--- config.mk ---
export PLATFORM = sky130hd
export DESIGN_NAME = sprite_scaler_renderer_flat
export DESIGN_NICKNAME = d
export VERILOG_FILES = /design/src/rtl/sprite_pkg.sv /design/src/rtl/sprite_scaler_renderer_if.sv /design/src/rtl/sprite_axis_counter.sv /design/src/rtl/sprite_scaler_renderer.sv /design/src/flat_wrapper.sv
export SDC_FILE = /design/constraint.sdc
export NUM_CORES = 1
export LEC_CHECK = 0
export ABC_AREA = 1
export ABC_CLOCK_PERIOD_IN_PS = 3970
export CAP_MARGIN = 10
export CORE_AREA = 2 2 119 121
export DETAILED_ROUTE_END_ITERATION = 16
export DIE_AREA = 0 0 121 123
export GPL_TIMING_DRIVEN = 0
export PLACE_DENSITY = 0.49
export SLEW_MARGIN = 20
export SYNTH_ARGS = -nofsm -noshare
export SYNTH_HDL_FRONTEND = slang
export SYNTH_SLANG_ARGS = --single-unit
--- constraint.sdc ---
create_clock -name vga_clk -period 3.97 [get_ports vga_clk]
set_input_delay 0.397 -clock vga_clk [delete_from_list [all_inputs] [get_ports vga_clk]]
set_output_delay 0.397 -clock vga_clk [all_outputs]
set_load 0.03 [all_outputs]
--- src/rtl/sprite_pkg.sv ---
// Shared screen constants and coordinate type for the sprite renderer.
package sprite_pkg;
    localparam int H_ACTIVE       = 640;
    localparam int V_ACTIVE       = 480;
    localparam int TRANSP_IDX_DEF = 0;

    typedef logic [9:0] coord_t;
endpackage

--- src/rtl/sprite_scaler_renderer_if.sv ---
// Sprite ROM bus: registered address out, synchronous data back one cycle later.
interface sprite_rom_if #(
    parameter int ADDR_W = 10,
    parameter int IDX_W  = 8
);
    logic [ADDR_W-1:0] rom_address;
    logic [IDX_W-1:0]  rom_q;

    modport master (output rom_address, input rom_q);
    modport slave  (input rom_address, output rom_q);
endinterface

--- src/rtl/sprite_axis_counter.sv ---
// One screen axis of the sprite box: range test plus scaled texel counter
// (sub-counter wraps at scale-1, main counter saturates at N-1).
module sprite_axis_counter
    import sprite_pkg::*;
#(
    parameter int N       = 32,
    parameter int SCALE_W = 3
) (
    input  logic                 vga_clk,
    input  logic                 reset_n,
    input  coord_t               coord_i,
    input  coord_t               pos_i,
    input  logic [SCALE_W-1:0]   scale_i,
    input  logic                 upd_i,
    input  logic                 adv_i,
    output logic                 in_range_o,
    output logic [$clog2(N)-1:0] idx_o
);
    localparam int              CW    = $clog2(N);
    localparam int              EXT_W = 11 + SCALE_W + CW;
    localparam logic [CW-1:0]   MAXV  = CW'(N - 1);

    logic [CW-1:0]      main_q, main_d;
    logic [SCALE_W-1:0] sub_q, sub_d;
    logic [EXT_W-1:0]   lo, hi, cur;

    // N is a power of two, so the box extent is a plain shift of the scale.
    assign lo         = EXT_W'(pos_i);
    assign hi         = lo + (EXT_W'(scale_i) << CW);
    assign cur        = EXT_W'(coord_i);
    assign in_range_o = (cur >= lo) && (cur < hi);

    always_comb begin
        main_d = main_q;
        sub_d  = sub_q;
        if (upd_i && coord_i == pos_i) begin
            main_d = '0;
            sub_d  = '0;
        end else if (upd_i && adv_i) begin
            if (sub_q >= scale_i - SCALE_W'(1)) begin
                sub_d = '0;
                if (main_q != MAXV) main_d = main_q + 1'b1;
            end else begin
                sub_d = sub_q + 1'b1;
            end
        end
    end

    // Index for the pixel presented this cycle, not the stored one.
    assign idx_o = main_d;

    always_ff @(posedge vga_clk or negedge reset_n) begin
        if (!reset_n) begin
            main_q <= '0;
            sub_q  <= '0;
        end else begin
            main_q <= main_d;
            sub_q  <= sub_d;
        end
    end
endmodule

--- src/rtl/sprite_scaler_renderer.sv ---
// Scaled/flipped sprite renderer: per-frame shadowed placement, counter-based
// ROM addressing and a fixed 3-cycle palette-index pipeline.
module sprite_scaler_renderer
    import sprite_pkg::*;
#(
    parameter int          SPR_W      = 32,
    parameter int          SPR_H      = 32,
    parameter int          IDX_W      = 8,
    parameter int          SCALE_W    = 3,
    parameter int unsigned TRANSP_IDX = TRANSP_IDX_DEF,
    parameter int          ADDR_W     = $clog2(SPR_W * SPR_H)
) (
    input  logic               vga_clk,
    input  logic               reset_n,
    input  coord_t             DrawX,
    input  coord_t             DrawY,
    input  logic               blank,
    input  logic               enable,
    input  coord_t             pos_x,
    input  coord_t             pos_y,
    input  logic [SCALE_W-1:0] scale,
    input  logic               flip_x,
    sprite_rom_if.master       rom,
    output logic [IDX_W-1:0]   pix_index,
    output logic               pix_hit
);
    localparam int               XW       = $clog2(SPR_W);
    localparam int               YW       = $clog2(SPR_H);
    localparam logic [IDX_W-1:0] TRANSP_V = IDX_W'(TRANSP_IDX);

    logic               frame_start, line_start;
    coord_t             pos_x_q, pos_x_d, pos_y_q, pos_y_d;
    logic [SCALE_W-1:0] scale_q, scale_d;
    logic               flip_q, flip_d, en_q, en_d;
    logic               in_x, in_y, prev_in_y_q, v1;
    logic [XW-1:0]      col, tx;
    logic [YW-1:0]      row;
    logic [ADDR_W-1:0]  rom_addr_q, rom_addr_d;
    logic [1:0]         vld_pipe_q;
    logic [IDX_W-1:0]   pix_index_q;
    logic               pix_hit_q;

    assign frame_start = (DrawX == '0) && (DrawY == '0);
    assign line_start  = (DrawX == '0);

    // On the frame-start cycle the live inputs are used directly, so pixel
    // (0,0) already belongs to the newly latched frame.
    assign pos_x_d = frame_start ? pos_x : pos_x_q;
    assign pos_y_d = frame_start ? pos_y : pos_y_q;
    assign scale_d = !frame_start ? scale_q : (scale == '0) ? SCALE_W'(1) : scale;
    assign flip_d  = frame_start ? flip_x : flip_q;
    assign en_d    = frame_start ? enable : en_q;

    always_ff @(posedge vga_clk or negedge reset_n) begin
        if (!reset_n) begin
            pos_x_q <= '0;
            pos_y_q <= '0;
            scale_q <= SCALE_W'(1);
            flip_q  <= 1'b0;
            en_q    <= 1'b0;
        end else begin
            pos_x_q <= pos_x_d;
            pos_y_q <= pos_y_d;
            scale_q <= scale_d;
            flip_q  <= flip_d;
            en_q    <= en_d;
        end
    end

    sprite_axis_counter #(.N(SPR_W), .SCALE_W(SCALE_W)) u_x (
        .vga_clk    (vga_clk),
        .reset_n    (reset_n),
        .coord_i    (DrawX),
        .pos_i      (pos_x_d),
        .scale_i    (scale_d),
        .upd_i      (1'b1),
        .adv_i      (in_x),
        .in_range_o (in_x),
        .idx_o      (col)
    );

    // Rows step once per line, and only if the line just finished was inside the box.
    sprite_axis_counter #(.N(SPR_H), .SCALE_W(SCALE_W)) u_y (
        .vga_clk    (vga_clk),
        .reset_n    (reset_n),
        .coord_i    (DrawY),
        .pos_i      (pos_y_d),
        .scale_i    (scale_d),
        .upd_i      (line_start),
        .adv_i      (prev_in_y_q),
        .in_range_o (in_y),
        .idx_o      (row)
    );

    assign tx         = flip_d ? ~col : col;
    assign v1         = blank && en_d && in_x && in_y;
    assign rom_addr_d = v1 ? {row, tx} : rom_addr_q;

    always_ff @(posedge vga_clk or negedge reset_n) begin
        if (!reset_n) begin
            prev_in_y_q <= 1'b0;
            rom_addr_q  <= '0;
            vld_pipe_q  <= '0;
            pix_index_q <= '0;
            pix_hit_q   <= 1'b0;
        end else begin
            if (line_start) prev_in_y_q <= in_y;
            rom_addr_q  <= rom_addr_d;
            vld_pipe_q  <= {vld_pipe_q[0], v1};
            pix_index_q <= rom.rom_q;
            pix_hit_q   <= vld_pipe_q[1] && (rom.rom_q != TRANSP_V);
        end
    end

    assign rom.rom_address = rom_addr_q;
    assign pix_index       = pix_index_q;
    assign pix_hit         = pix_hit_q;
endmodule

--- src/flat_wrapper.sv ---
// flat-port wrapper written by rule: the top's interface ports become plain ports
module sprite_scaler_renderer_flat import sprite_pkg::*;
#(
    parameter int          SPR_W      = 32,
    parameter int          SPR_H      = 32,
    parameter int          IDX_W      = 8,
    parameter int          SCALE_W    = 3,
    parameter int unsigned TRANSP_IDX = TRANSP_IDX_DEF,
    parameter int          ADDR_W     = $clog2(SPR_W * SPR_H)
)
  (vga_clk, reset_n, DrawX, DrawY, blank, enable, pos_x, pos_y, scale, flip_x, pix_index, pix_hit, rom_rom_address, rom_rom_q);
  sprite_rom_if #(.ADDR_W(ADDR_W), .IDX_W(IDX_W)) rom_i ();
  input  logic vga_clk;
  input  logic reset_n;
  input  coord_t DrawX;
  input  coord_t DrawY;
  input  logic blank;
  input  logic enable;
  input  coord_t pos_x;
  input  coord_t pos_y;
  input  logic [SCALE_W-1:0] scale;
  input  logic flip_x;
  output logic [IDX_W-1:0] pix_index;
  output logic pix_hit;
  output wire logic [$bits(rom_i.rom_address)-1:0] rom_rom_address;
  input wire logic [$bits(rom_i.rom_q)-1:0] rom_rom_q;
  assign rom_rom_address = rom_i.rom_address;
  assign rom_i.rom_q = rom_rom_q;
  sprite_scaler_renderer #(.SPR_W(SPR_W), .SPR_H(SPR_H), .IDX_W(IDX_W), .SCALE_W(SCALE_W), .TRANSP_IDX(TRANSP_IDX), .ADDR_W(ADDR_W)) u_core (.vga_clk(vga_clk), .reset_n(reset_n), .DrawX(DrawX), .DrawY(DrawY), .blank(blank), .enable(enable), .pos_x(pos_x), .pos_y(pos_y), .scale(scale), .flip_x(flip_x), .rom(rom_i), .pix_index(pix_index), .pix_hit(pix_hit));
endmodule
# After elaboration in Yosys (flattened, before gate mapping)
# Cells that the tools add are included.
dict set report word_totals {
  output_inout_bits 19
  wordCells 68
  regBits 63
  input_bits 56
}
dict set report classes {
  n_eq_ne 4
  n_reduce_logical 15
  magnitude_cmp 6
  n_bitwise 1
  add_sub_neg 7
  mux 21
}
# cell n
set ops {}
lappend ops {{$mux 5} 9}
lappend ops {{$mux 3} 8}
lappend ops {{$add 10x8->11} 2}
lappend ops {{$lt 10x11->1} 2}
lappend ops {{$eq 10x10->1} 2}
lappend ops {{$ge 10x10->1} 2}
lappend ops {{$logic_not 10->1} 2}
lappend ops {{$mux 10} 2}
lappend ops {{$add 5x1->5 const B} 2}
lappend ops {{$ne 5x5->1 const B} 2}
lappend ops {{$logic_and 1x1->1} 9}
lappend ops {{$reduce_bool 8->1} 1}
lappend ops {{$add 3x1->3 const B} 2}
lappend ops {{$ge 3x3->1} 2}
lappend ops {{$not 5->5} 1}
lappend ops {{$reduce_bool 2->1} 2}
lappend ops {{$logic_not 3->1} 1}
lappend ops {{$sub 3x1->3 const B} 1}
lappend ops {{$mux 1} 2}

# Longest topological paths before layout
# Gate-level depths: netlist of the first run.
dict set report logic_depth {
  depth_word 10
  ltp_mapped 30
  mapped_depth_nobuf 29
}

# By module
# Synthesis of the first run repeated with hierarchy kept, for this count alone.
dict set report hier_totals {
  hier_cells 489
  hier_area_um2 4192.8
}
# module cells_per_inst seq_area_each_um2 area_each_um2 n_inst
set by_module_without_submodules {}
lappend by_module_without_submodules {sprite_axis_counter 161 200.2 1131.1 2}
lappend by_module_without_submodules {sprite_scaler_renderer 167 1177.4 1930.6 1}

# Worst setup path before layout of the first run
# No wires, ideal clock.
dict set report synth_path {
  kind {in2reg}
  from {input DrawX[7]}
  to {register u_core.rom_addr_q[1], in the netlist u_core.rom.rom_address[1]}
  setup_time_ns 0.065
  arrival_time_ns 3.656
  required_time_ns 3.905
  stages 27
  setup_slack_ns 0.249
  n_path_buf 2
  path_cell_list {nor2_1 -> nand3_2 -> nor2_4 -> nand2_4 -> inv_2 -> clkbuf_1 -> nand2_1 -> o21ai_0 -> inv_1 -> ha_1 -> inv_1 -> fa_1 -> ha_1 -> nand2_1 -> inv_1 -> nor3_1 -> o21ai_0 -> nand3_1 -> nand3_1 -> nand2_1 -> inv_1 -> o21ai_0 -> nand2_1 -> nor3_4 -> buf_6 -> nand3_2 -> nand2_1}
}
dict set report synth_via {
  word_cells_on_any_way 26
  cone_classes {add/sub: 3; order compare: 5; eq/ne: 1; mux: 9; bitwise: 1; reduce/logical: 7}
}
# element line
set synth_lines {}
lappend synth_lines {{start: declaration} flat_wrapper.sv:15} ;# input coord_t DrawX;
lappend synth_lines {{$logic_not 10->1 (*)} sprite_scaler_renderer.sv:43} ;# assign frame_start = (DrawX == '0) && (DrawY == '0);
lappend synth_lines {{$logic_and 1x1->1 (*)} sprite_scaler_renderer.sv:43}
lappend synth_lines {{$mux 3 (*)} sprite_scaler_renderer.sv:50} ;# assign scale_d = !frame_start ? scale_q : (scale == '0) ? SCALE_W'(1) : scale;
lappend synth_lines {{named net u_core.scale_d[0]} sprite_scaler_renderer.sv:33} ;# logic [SCALE_W-1:0] scale_q, scale_d;
lappend synth_lines {{$add 10x8->11} sprite_axis_counter.sv:29} ;# assign hi = lo + (EXT_W'(scale_i) << CW);
lappend synth_lines {{$lt 10x11->1} sprite_axis_counter.sv:31} ;# assign in_range_o = (cur >= lo) && (cur < hi);
lappend synth_lines {{$logic_and 1x1->1} sprite_axis_counter.sv:31}
lappend synth_lines {{$logic_and 1x1->1} sprite_scaler_renderer.sv:96} ;# assign v1 = blank && en_d && in_x && in_y;
lappend synth_lines {{$logic_and 1x1->1 (*)} sprite_scaler_renderer.sv:96}
lappend synth_lines {{named net u_core.v1} sprite_scaler_renderer.sv:35} ;# logic in_x, in_y, prev_in_y_q, v1;
lappend synth_lines {{end signal: assignment} sprite_scaler_renderer.sv:108} ;# rom_addr_q <= rom_addr_d;
lappend synth_lines {{end: declaration} sprite_scaler_renderer.sv:38} ;# logic [ADDR_W-1:0] rom_addr_q, rom_addr_d;
# The timed path passes the listed nets; every way through them passes the cells marked *.
# A chain may end at the register's enable or synchronous reset.

# Worst setup path after layout of the first run
dict set report layout_path {
  from {input DrawX[6]}
  to {register u_core.rom_addr_q[4], in the netlist u_core.rom.rom_address[4]}
}
dict set report layout_via {
  word_cells_on_any_way 26
  cone_classes {add/sub: 3; order compare: 5; eq/ne: 1; mux: 9; bitwise: 1; reduce/logical: 7}
}
# element line
set layout_lines {}
lappend layout_lines {{$logic_not 10->1 (*)} sprite_scaler_renderer.sv:43}
lappend layout_lines {{$logic_and 1x1->1 (*)} sprite_scaler_renderer.sv:43}
lappend layout_lines {{$mux 10 (*)} sprite_scaler_renderer.sv:49} ;# assign pos_y_d = frame_start ? pos_y : pos_y_q;
lappend layout_lines {{named net u_core.pos_y_d[5]} sprite_scaler_renderer.sv:32} ;# coord_t pos_x_q, pos_x_d, pos_y_q, pos_y_d;
lappend layout_lines {{$add 10x8->11} sprite_axis_counter.sv:29}
lappend layout_lines {{$lt 10x11->1} sprite_axis_counter.sv:31}
lappend layout_lines {{$logic_and 1x1->1 (*)} sprite_axis_counter.sv:31}
lappend layout_lines {{$logic_and 1x1->1 (*)} sprite_scaler_renderer.sv:96}
# Marks and branches as above.

==> out/results.tsv, run 1 <==
stage	metric	value	unit
min_path	min_from	u_core.vld_pipe_q[0]	
timing	finalSetupViolations	0	
die	die_area	14900	µm²
clock_network	cts_root_buffer	clkbuf_16	
pwr	pwr-share-seq	0.368	
cells_and_area	layout.nets	697	
pwr	leakage	2.82	nW
clock_network	cts_tree	built	
cells_and_area	layout_commonest_cell	nand2_1	
pwr	peakVddDrop	189	µV
run	max_cap_violations	0	
clock_network	max-clock-path-buffers	2	
global_routing	antenna_found_initial	0	
cells_and_area	syn2layout_area_growth	36.1	%
critical_path	r2r_cells	20	
global_routing	grt_pass1_wl	16300	µm
cells_and_area	fin_util	0.403	
min_path	hold_path_class	flip-flop to flip-flop	
global_routing	grt_overflow	0	
timing	fin_crit_sh	0.924	
routing	wl_per_cell	12.6	µm
die	io_pins	75	
cells_and_area	fillers	1382	
min_path	holdPathEnd	u_core.vld_pipe_q[1]	
pwr	pwr-share-clk	0.453	
routing	vias	3475	
die	num_rows	43	
timing	skew	0.00755	ns
synthesis	synth_edf_count	0	
timing	tightest_slew	0.678	ns
critical_path	r2r_slack	0.73	ns
synthesis	yosysWarnings	0	
cells_and_area	layout_common_cells	nand2_1, inv_1, dfrtp_1	
critical_path	r2r_start	u_core.scale_q[0]	
run_status	status	finished, final reports clean	
global_routing	grt_pass1_vias	3466	
critical_path	crit_path_end_kind	flip-flop	
routing	drt_iter0_drc	156	
critical_path	cp-start-kind	input pin	
clock_network	clock_latency	0.34	ns
place	port_buffers	74	
synthesis	ys.flop_type	dfrtp_1	
cells_and_area	antenna_cells	0	
clock_network	clk_pin_slew	0.06	ns
min_path	hold_depth	0	
timing	hold_violations	0	
place	hpwl	7590	µm
critical_path	crit_type	input pin to flip-flop	
routing	finalWirelength	9780	µm
clock_network	numClockSinks	63	
die	core	13600	µm²
synthesis	syn_inst	496	
routing	remaining_drc_errors	0	
timing	drv_slew	0	
global_routing	grt_usage	0.141	
pwr	power	1.93	mW
synthesis	synth_fp_nets	600	
die	initial_core_util	0.297	
critical_path	critPathMaxFanout	7	
pwr	powerDensity	351	nW/µm²
synthesis	synth-seq-cells	63	
pwr	p_int	1.40	mW
place	dp_slack	-1.41	ns
routing	firstDrtPassIters	4	
pwr	p_switching	0.527	mW
die	die_h	123	µm
timing	timing.final.ws_setup	0.300	ns
timing	fin_crit	3.67	ns
synthesis	syn_area	4040	µm²
pwr	swShare	0.274	
synthesis	avgSynthCellArea	8.14	µm²
global_routing	grt_max_degree	44	
place	globalplace.congestion	0.887	
synthesis	synthArstFlopShare	1.00	
clock_network	htree_levels	3	
cells_and_area	final_area	5490	µm²
timing	relSlewSlack	0.543	
timing	rsz0062_at_grt	false	
critical_path	r2r-end	u_core.rom.rom_address[4]	
routing	drtAntennaViolNets	0	
timing	fmax	273	MHz
place	post_dp_cell_area	5030	µm²
cells_and_area	drive_gt1_frac	0.172	
pwr	comb_power_share	0.179	
critical_path	cp.required	4.19	ns
synthesis	ys_seq_area_frac	0.391	
clock_network	cts_made_buffers	9	
timing	tns	0	ns
synthesis	yosysUniqueCellTypes	37	
critical_path	arrival	3.89	ns
die	die_x	121	µm
routing	viasPerCell	4.47	
==> timing repair <==
| item | CTS | global route |
|---|---|---|
| gates resized for setup | 51 | 51 |
| hold buffers | 1 | 0 |
| endpoints found under the setup margin | 20 | 11 |
| pin swaps | 21 | 4 |
| setup buffers | 8 | 2 |
| cloned | 1 | 0 |
| endpoints found under the hold margin | 20 | 0 |
==> cell usage after synthesis, types with 3 or more instances <==
cell,count,area share
a21oi_1,17,0.021
clkbuf_1,4,0.0037
dfrtp_1,62,0.38
ha_1,47,0.15
inv_1,79,0.073
inv_2,3,0.0028
nand2_1,118,0.11
nand2_4,3,0.0084
nand3_1,29,0.036
nand3_2,5,0.012
nand3b_1,4,0.0074
nand4_1,10,0.015
nor2_1,32,0.030
nor4_1,3,0.0047
o21ai_0,29,0.036
o21bai_1,3,0.0056
or2_2,12,0.019
xnor2_1,6,0.013
xor2_1,8,0.017
==> sequential cells by signal, indices dropped and copies added, names as in the netlist <==
signal and flops:
u_core.en_q 1, u_core.flip_q 1, u_core.pix_hit 1, u_core.pix_index 8, u_core.pos_x_q 10, u_core.pos_y_q 10
u_core.prev_in_y_q 1, u_core.rom.rom_address 10, u_core.scale_q 3, u_core.u_x.main_q 5, u_core.u_x.sub_q 3, u_core.u_y.main_q 5
u_core.u_y.sub_q 3, u_core.vld_pipe_q 2
==> power groups by stage <==
stage          logic [mW]  clock network, mW  registers [mW]
3_3_place_gp        0.339                  0           0.718
6_report            0.345              0.873           0.708
5_1_grt             0.404              0.915           0.713
4_1_cts             0.349              0.890           0.707
2_1_floorplan       0.207                  0           0.720
3_5_place_dp        0.349                  0           0.719
==> layout make-up <==
| cell class | instances | area (µm²) | share of cell area |
|---|---|---|---|
| multi-input cells | 345 | 2210 | 0.402 |
| flip-flops and latches | 63 | 1580 | 0.287 |
| repair buffers | 86 | 751 | 0.137 |
| inverters | 82 | 315 | 0.0574 |
| clock buffers | 10 | 239 | 0.0435 |
| well taps | 180 | 225 | 0.0410 |
| clock inverters | 6 | 92.6 | 0.0169 |
| plain buffers | 5 | 73.8 | 0.0134 |
| repair inverters | 1 | 7.51 | 0.00137 |
==> cells by family (layout without fill, tap and decap cells) <==
logic type / count (synthesis) / in the layout / share of synthesized area
buffers and inverters: 88 / 190 / 0.0856
flip-flops: 63 / 63 / 0.391
XOR/XNOR: 14 / 14 / 0.0304
AND/OR/NAND/NOR: 224 / 224 / 0.259
AO/OA/AOI/OAI: 59 / 59 / 0.0831
adder cells (fa/ha/maj): 48 / 48 / 0.151
==> layer usage <==
layer  vias to the layer above  track usage  part of all wire
met1                      1590        0.178              0.47
met4                         0       0.0647             0.020
li1                       1800            -                 -
met3                        12       0.0263             0.038
met2                        73        0.235              0.47
met5                         -            0                 0
==> metrics by stage <==
step / hold WS [ns] / cells
floorplan: 0.101 / 496
global placement: 0.332 / 750
detailed placement: 0.315 / 751
CTS: 0.354 / 776
global route: 0.365 / 778
finish: 0.352 / 778
==> how the worst max path moves through the flow <==
| stage | slack, ns | to | startpoint | depth (start not counted) |
|---|---|---|---|---|
| final | 0.30 | u_core.rom.rom_address[4] | DrawX[6] | 26 |
| after global routing | 0.003 | u_core.rom.rom_address[4] | DrawY[5] | 26 |
| after CTS | 0.009 | u_core.rom.rom_address[4] | DrawX[8] | 26 |
| after detailed placement | -1.41 | u_core.rom.rom_address[2] | DrawY[5] | 27 |
| after global placement | -1.41 | u_core.rom.rom_address[3] | DrawY[5] | 27 |
| after floorplan | 0.25 | u_core.rom.rom_address[1] | DrawX[7] | 27 |
==> worst max-delay path, stage by stage <==
cell and delay [ns]:
clkbuf_2 0.12, nor2_1 0.13, nand3_2 0.10, nor2_4 0.15, nand2_4 0.11, buf_12 0.14, clkbuf_16 0.15, o21ai_4 0.17
ha_4 0.15, inv_1 0.04, fa_1 0.52, ha_4 0.22, nand2_1 0.06, inv_1 0.04, nor3_2 0.13, o21ai_1 0.10
nand3_1 0.07, nand3_1 0.07, nand2_1 0.06, inv_1 0.04, o21ai_2 0.15, nand2_2 0.12, nor3_4 0.26, clkinvlp_4 0.21
nand2_1 0.10, nand2_1 0.06
Power figures use the tool's default switching activity.
==> inputs of run 2 (changes only) <==
Settings changed: ABC_CLOCK_PERIOD_IN_PS 3970 to 3000, MAX_ROUTING_LAYER set to met4, PLACE_DENSITY 0.49 to 0.51.
Clock period 3.97 ns to 3 ns, I/O delays scaled along.
==> out/results.tsv, run 2 (same netlist as run 1, synthesis figures left out) <==
stage	metric	value	unit	change
clock_network	clk_pin_slew	0.06	ns	about the same
die	die_area	14900	µm²	unchanged
timing	relSlewSlack	0.601		+0.0581
routing	finalWirelength	10300	µm	+5.5%
critical_path	r2r_cells	21		+5.0%
timing	fin_crit_sh	1.13		
min_path	hold_depth	0		unchanged
routing	remaining_drc_errors	0		unchanged
die	num_rows	43		unchanged
die	core	13600	µm²	unchanged
cells_and_area	layout_commonest_cell	nand2_1		
cells_and_area	layout.nets	708		+1.6%
global_routing	antenna_found_initial	0		unchanged
timing	tightest_slew	0.592	ns	-0.0862 ns
routing	wl_per_cell	13.1	µm	+4.0%
routing	drtAntennaViolNets	0		unchanged
timing	finalSetupViolations	19		+19
pwr	powerDensity	415	nW/µm²	+18%
global_routing	grt_max_degree	38		-14%
cells_and_area	syn2layout_area_growth	41.6	%	
critical_path	critPathMaxFanout	5		-2
place	dp_slack	-1.65	ns	-0.239 ns
routing	drt_iter0_drc	164		+5.1%
place	globalplace.congestion	0.903		+1.8%
run	max_cap_violations	0		unchanged
timing	hold_violations	0		unchanged
place	port_buffers	74		unchanged
run_status	status	finished, violations left		
timing	drv_slew	0		unchanged
clock_network	cts_made_buffers	9		unchanged
pwr	leakage	2.90	nW	+2.7%
global_routing	grt_usage	0.153		+0.0116
critical_path	crit_type	input pin to flip-flop		
timing	timing.final.ws_setup	-0.403	ns	-0.703 ns
clock_network	cts_root_buffer	clkbuf_16		
clock_network	numClockSinks	63		unchanged
clock_network	htree_levels	3		unchanged
die	io_pins	75		unchanged
routing	firstDrtPassIters	4		unchanged
cells_and_area	antenna_cells	0		unchanged
timing	fmax	294	MHz	
timing	hold_ws	0.354	ns	+0.00214 ns
critical_path	crit_path_end_kind	flip-flop		
clock_network	cts_tree	built		
die	die_h	123	µm	unchanged
routing	vias	3556		+2.3%
cells_and_area	drive_gt1_frac	0.210		+0.0379
min_path	hold_path_class	flip-flop to flip-flop		
clock_network	max-clock-path-buffers	2		unchanged
run_status	violations	setup timing		
critical_path	cp.required	3.27	ns	-0.92 ns
routing	viasPerCell	4.51		+0.90%
cells_and_area	layout_common_cells	nand2_1, inv_1, dfrtp_1		
critical_path	arrival	3.67	ns	-0.22 ns
timing	rsz0062_at_grt	true		
global_routing	grt_pass1_vias	3662		+5.7%
clock_network	clock_latency	0.33	ns	about the same
die	die_x	121	µm	unchanged
global_routing	grt_pass1_wl	17400	µm	+6.5%
timing	fin_crit	3.40	ns	
global_routing	grt_overflow	0		unchanged
place	hpwl	7840	µm	+3.3%
die	initial_core_util	0.297		unchanged
critical_path	cp-start-kind	input pin		
pwr	peakVddDrop	302	µV	+60%
timing	skew	0.00507	ns	-0.00248 ns
## run 2: power breakdown
group	leakage (nW)	internal [mW]	switching [mW]
combinational	1.94	0.219	0.268
sequential	0.832	0.899	0.0374
clock	0.124	0.554	0.394
total	2.90	1.67	0.699
## run 2: what timing repair did
item                                    4_1_cts  5_1_grt
setup buffers                                15        4
pin swaps                                    36       20
resized for setup                           128       27
endpoints found under the hold margin        25        0
cloned                                        2        0
endpoints found under the setup margin       28       26
hold buffers                                  1        0
## run 2: stage by stage
step | std cells | TNS [ns] | cell area [µm²] | utilization | total power [mW]
finish | 789 | -4.98 | 5720 | 0.420 | 2.37
global route | 789 | -9.86 | 5720 | 0.420 | 2.51
CTS | 785 | -6.49 | 5590 | 0.411 | 2.39
detailed placement | 751 | -34.45 | 5080 | 0.373 | 1.42
global placement | 750 | -69.03 | 5060 | 0.372 | 1.39
floorplan | 496 | -5.13 | 4100 | - | 1.23
## run 2: worst paths after layout
check | startpoint | end | slack [ns]
worst max-delay path | DrawY[3] | u_core.rom.rom_address[5] | -0.40
worst min-delay path | u_core.vld_pipe_q[0] | u_core.vld_pipe_q[1] | 0.35
worst max register to register | u_core.scale_q[0] | u_core.rom.rom_address[5] | -0.10
worst min register to register | u_core.vld_pipe_q[0] | u_core.vld_pipe_q[1] | 0.35
max in group asynchronous | reset_n | u_core.rom.rom_address[2] | 2.06
min in group asynchronous | reset_n | u_core.pix_index[3] | 0.43
## run 2: critical path, stage by stage
cell and delay (ns):
buf_6 0.10, nor2_4 0.09, nand3_2 0.10, nor2_4 0.16
nand2_4 0.11, buf_12 0.15, clkbuf_16 0.15, o21ai_4 0.18
ha_4 0.16, inv_2 0.03, fa_1 0.51, ha_4 0.21
nand2_2 0.06, inv_2 0.03, nor3_2 0.12, o21ai_1 0.10
nand3_1 0.09, nand3_2 0.07, nand2_1 0.06, inv_1 0.04
o21ai_2 0.12, nand2_2 0.10, nor3_4 0.24, buf_4 0.15
buf_6 0.11, nand2_1 0.05, nand2_1 0.06
## run 2: area by class of cell
class                   instances  area, µm²
clock buffers                  10        229
repair buffers                 97        941
clock inverters                 6       37.5
fillers                      1354       7900
inverters                      82        320
plain buffers                   6       98.8
well taps                     180        225
flip-flops and latches         63       1580
multi-input cells             345       2290
## run 2: layer usage
layer	up-vias	global-route usage	wire length, µm
met5	-	-	0
li1	1820	-	-
met3	14	0.0254	349
met4	0	0.0567	192
met1	1667	0.185	4630
met2	55	0.256	5140
==> inputs of run 3 (changes only) <==
Settings changed: CTS_BUF_LIST set to sky130_fd_sc_hd__clkbuf_16.
==> out/results.tsv, run 3 (same netlist as run 1, synthesis figures left out) <==
stage	metric	value	unit	change
place	port_buffers	74		unchanged
timing	fin_crit_sh	1.13		about the same
pwr	leakage	2.90	nW	+0.14%
clock_network	clk_pin_slew	0.06	ns	about the same
routing	finalWirelength	10300	µm	about the same
die	initial_core_util	0.297		unchanged
timing	rsz0062_at_grt	true		
critical_path	critPathMaxFanout	5		unchanged
place	hpwl	7840	µm	unchanged
critical_path	crit_type	input pin to flip-flop		
routing	remaining_drc_errors	0		unchanged
clock_network	numClockSinks	63		unchanged
critical_path	r2r_slack	-0.10	ns	about the same
critical_path	arrival	3.67	ns	about the same
clock_network	cts_made_buffers	9		unchanged
critical_path	cp_slowest_cell	fa_1		
die	num_rows	43		unchanged
critical_path	critPathMaxStageDelay	0.51	ns	about the same
routing	drt_iter0_drc	164		unchanged
timing	finalSetupViolations	19		unchanged
pwr	comb_power_share	0.206		about the same
timing	fmax	294	MHz	about the same
timing	tightest_slew	0.592	ns	unchanged
die	die_area	14900	µm²	unchanged
pwr	pwr-share-seq	0.396		about the same
routing	wl_per_cell	13.1	µm	about the same
run	max_cap_violations	0		unchanged
cells_and_area	syn2layout_area_growth	41.6	%	unchanged
critical_path	startpoint	DrawY[3]		
pwr	swShare	0.295		+0.000329
clock_network	clock_latency	0.33	ns	about the same
die	core	13600	µm²	unchanged
run_status	violations	setup timing		
clock_network	max-clock-path-buffers	2		unchanged
routing	firstDrtPassIters	4		unchanged
global_routing	grt_pass1_wl	17400	µm	unchanged
routing	drtAntennaViolNets	0		unchanged
min_path	min_from	u_core.vld_pipe_q[0]		
timing	hold_violations	0		unchanged
place	dp_cells	751		unchanged
cells_and_area	layout.cells.non_filler	789		unchanged
pwr	peakVddDrop	303	µV	about the same
pwr	p_int	1.67	mW	-0.20%
timing	relSlewSlack	0.601		unchanged
critical_path	cp.required	3.27	ns	about the same
critical_path	r2r_cells	21		unchanged
cells_and_area	layout_commonest_cell	nand2_1		
pwr	powerDensity	414	nW/µm²	-0.16%
die	die_h	123	µm	unchanged
cells_and_area	layout.nets	708		unchanged
pwr	pwr-share-clk	0.399		about the same
place	dp_slack	-1.65	ns	unchanged
min_path	hold_path_class	flip-flop to flip-flop		
cells_and_area	antenna_cells	0		unchanged
routing	vias	3553		-0.084%
die	die_x	121	µm	unchanged
global_routing	grt_overflow	0		unchanged
die	io_pins	75		unchanged
pwr	p_switching	0.699	mW	about the same
cells_and_area	layout_common_cells	nand2_1, inv_1, dfrtp_1		
routing	viasPerCell	4.50		about the same
timing	skew	0.00520	ns	+0.000133 ns
critical_path	r2r-end	u_core.rom.rom_address[5]		
critical_path	endpoint	u_core.rom.rom_address[5]		
critical_path	crit_path_end_kind	flip-flop		
global_routing	grt_pass1_vias	3662		unchanged
cells_and_area	drive_gt1_frac	0.210		unchanged
timing	fin_crit	3.40	ns	-0.000142 ns
critical_path	cp-start-kind	input pin		
run_status	status	finished, violations left		
clock_network	htree_levels	3		unchanged
place	globalplace.congestion	0.903		unchanged
global_routing	grt_usage	0.153		unchanged
clock_network	cts_tree	built		
global_routing	antenna_found_initial	0		unchanged
clock_network	cts_root_buffer	clkbuf_16		
timing	drv_slew	0		unchanged
global_routing	grt_max_degree	38		unchanged
timing	hold_ws	0.354	ns	unchanged
critical_path	r2r_start	u_core.scale_q[0]		
timing	timing.final.ws_setup	-0.403	ns	+0.000142 ns
critical_path	cpMostUsedCell	nand2_1		
-- run 3: changes by cell type in the layout (fill, tap and decap cells not counted), sizes merged --
cell    previous run  this run
inv               82        83
clkbuf            15        14
-- run 3: through the flow --
step	instance area, µm²	power (mW)	setup TNS [ns]	utilization
after floorplan	4100	1.23	-5.13	-
after global placement	5060	1.39	-69.03	0.372
after detailed placement	5080	1.42	-34.45	0.373
after CTS	5590	2.38	-6.48	0.411
after global routing	5720	2.51	-9.86	0.420
final	5720	2.37	-4.97	0.420
-- run 3: timing repair --
item	in CTS	in global routing
hold endpoints to repair	25	0
endpoints found under the setup margin	28	26
gates resized for setup	128	27
hold buffers	1	0
gates cloned	2	0
buffers inserted	15	4
pin swaps	36	20
-- run 3: layout make-up --
cell class	count	area (µm²)
buffer	6	98.8
clock buffer	9	225
clock inverter	7	41.3
fill	1354	7900
inverter	82	320
multi-input combinational	345	2290
sequential	63	1580
tap	180	225
timing repair buffer	97	941
-- run 3: worst min-delay path by stage --
stage / endpoint / depth (start not counted)
3_3_place_gp: u_core.vld_pipe_q[1] / 0
6_report: u_core.vld_pipe_q[1] / 0
3_5_place_dp: u_core.pix_index[3] / 1
4_1_cts: u_core.vld_pipe_q[1] / 0
5_1_grt: u_core.vld_pipe_q[1] / 0
2_1_floorplan: u_core.en_q / 0
-- run 3: power groups by stage --
stage	combinational, mW	clock [mW]	sequential [mW]
6_report	0.487	0.944	0.937
5_1_grt	0.556	1.01	0.943
4_1_cts	0.481	0.968	0.936
3_5_place_dp	0.468	0	0.952
3_3_place_gp	0.446	0	0.949
2_1_floorplan	0.275	0	0.953
-- run 3: metal layers --
layer | up-vias | global-route usage | wire (µm) | share of wire
met5 | - | - | 0 | 0
met3 | 14 | 0.0254 | 347 | 0.034
met2 | 53 | 0.256 | 5130 | 0.50
li1 | 1820 | - | - | -
met1 | 1666 | 0.185 | 4640 | 0.45
met4 | 0 | 0.0567 | 192 | 0.019
-- run 3: worst max-delay path, delay by kind of cell --
family                     cells  cell delay, ns
buffers and inverters          8            0.76
AOI/OAI and AO/OA              3            0.40
adders and majority gates      3            0.88
and+or+nand+nor               13            1.31
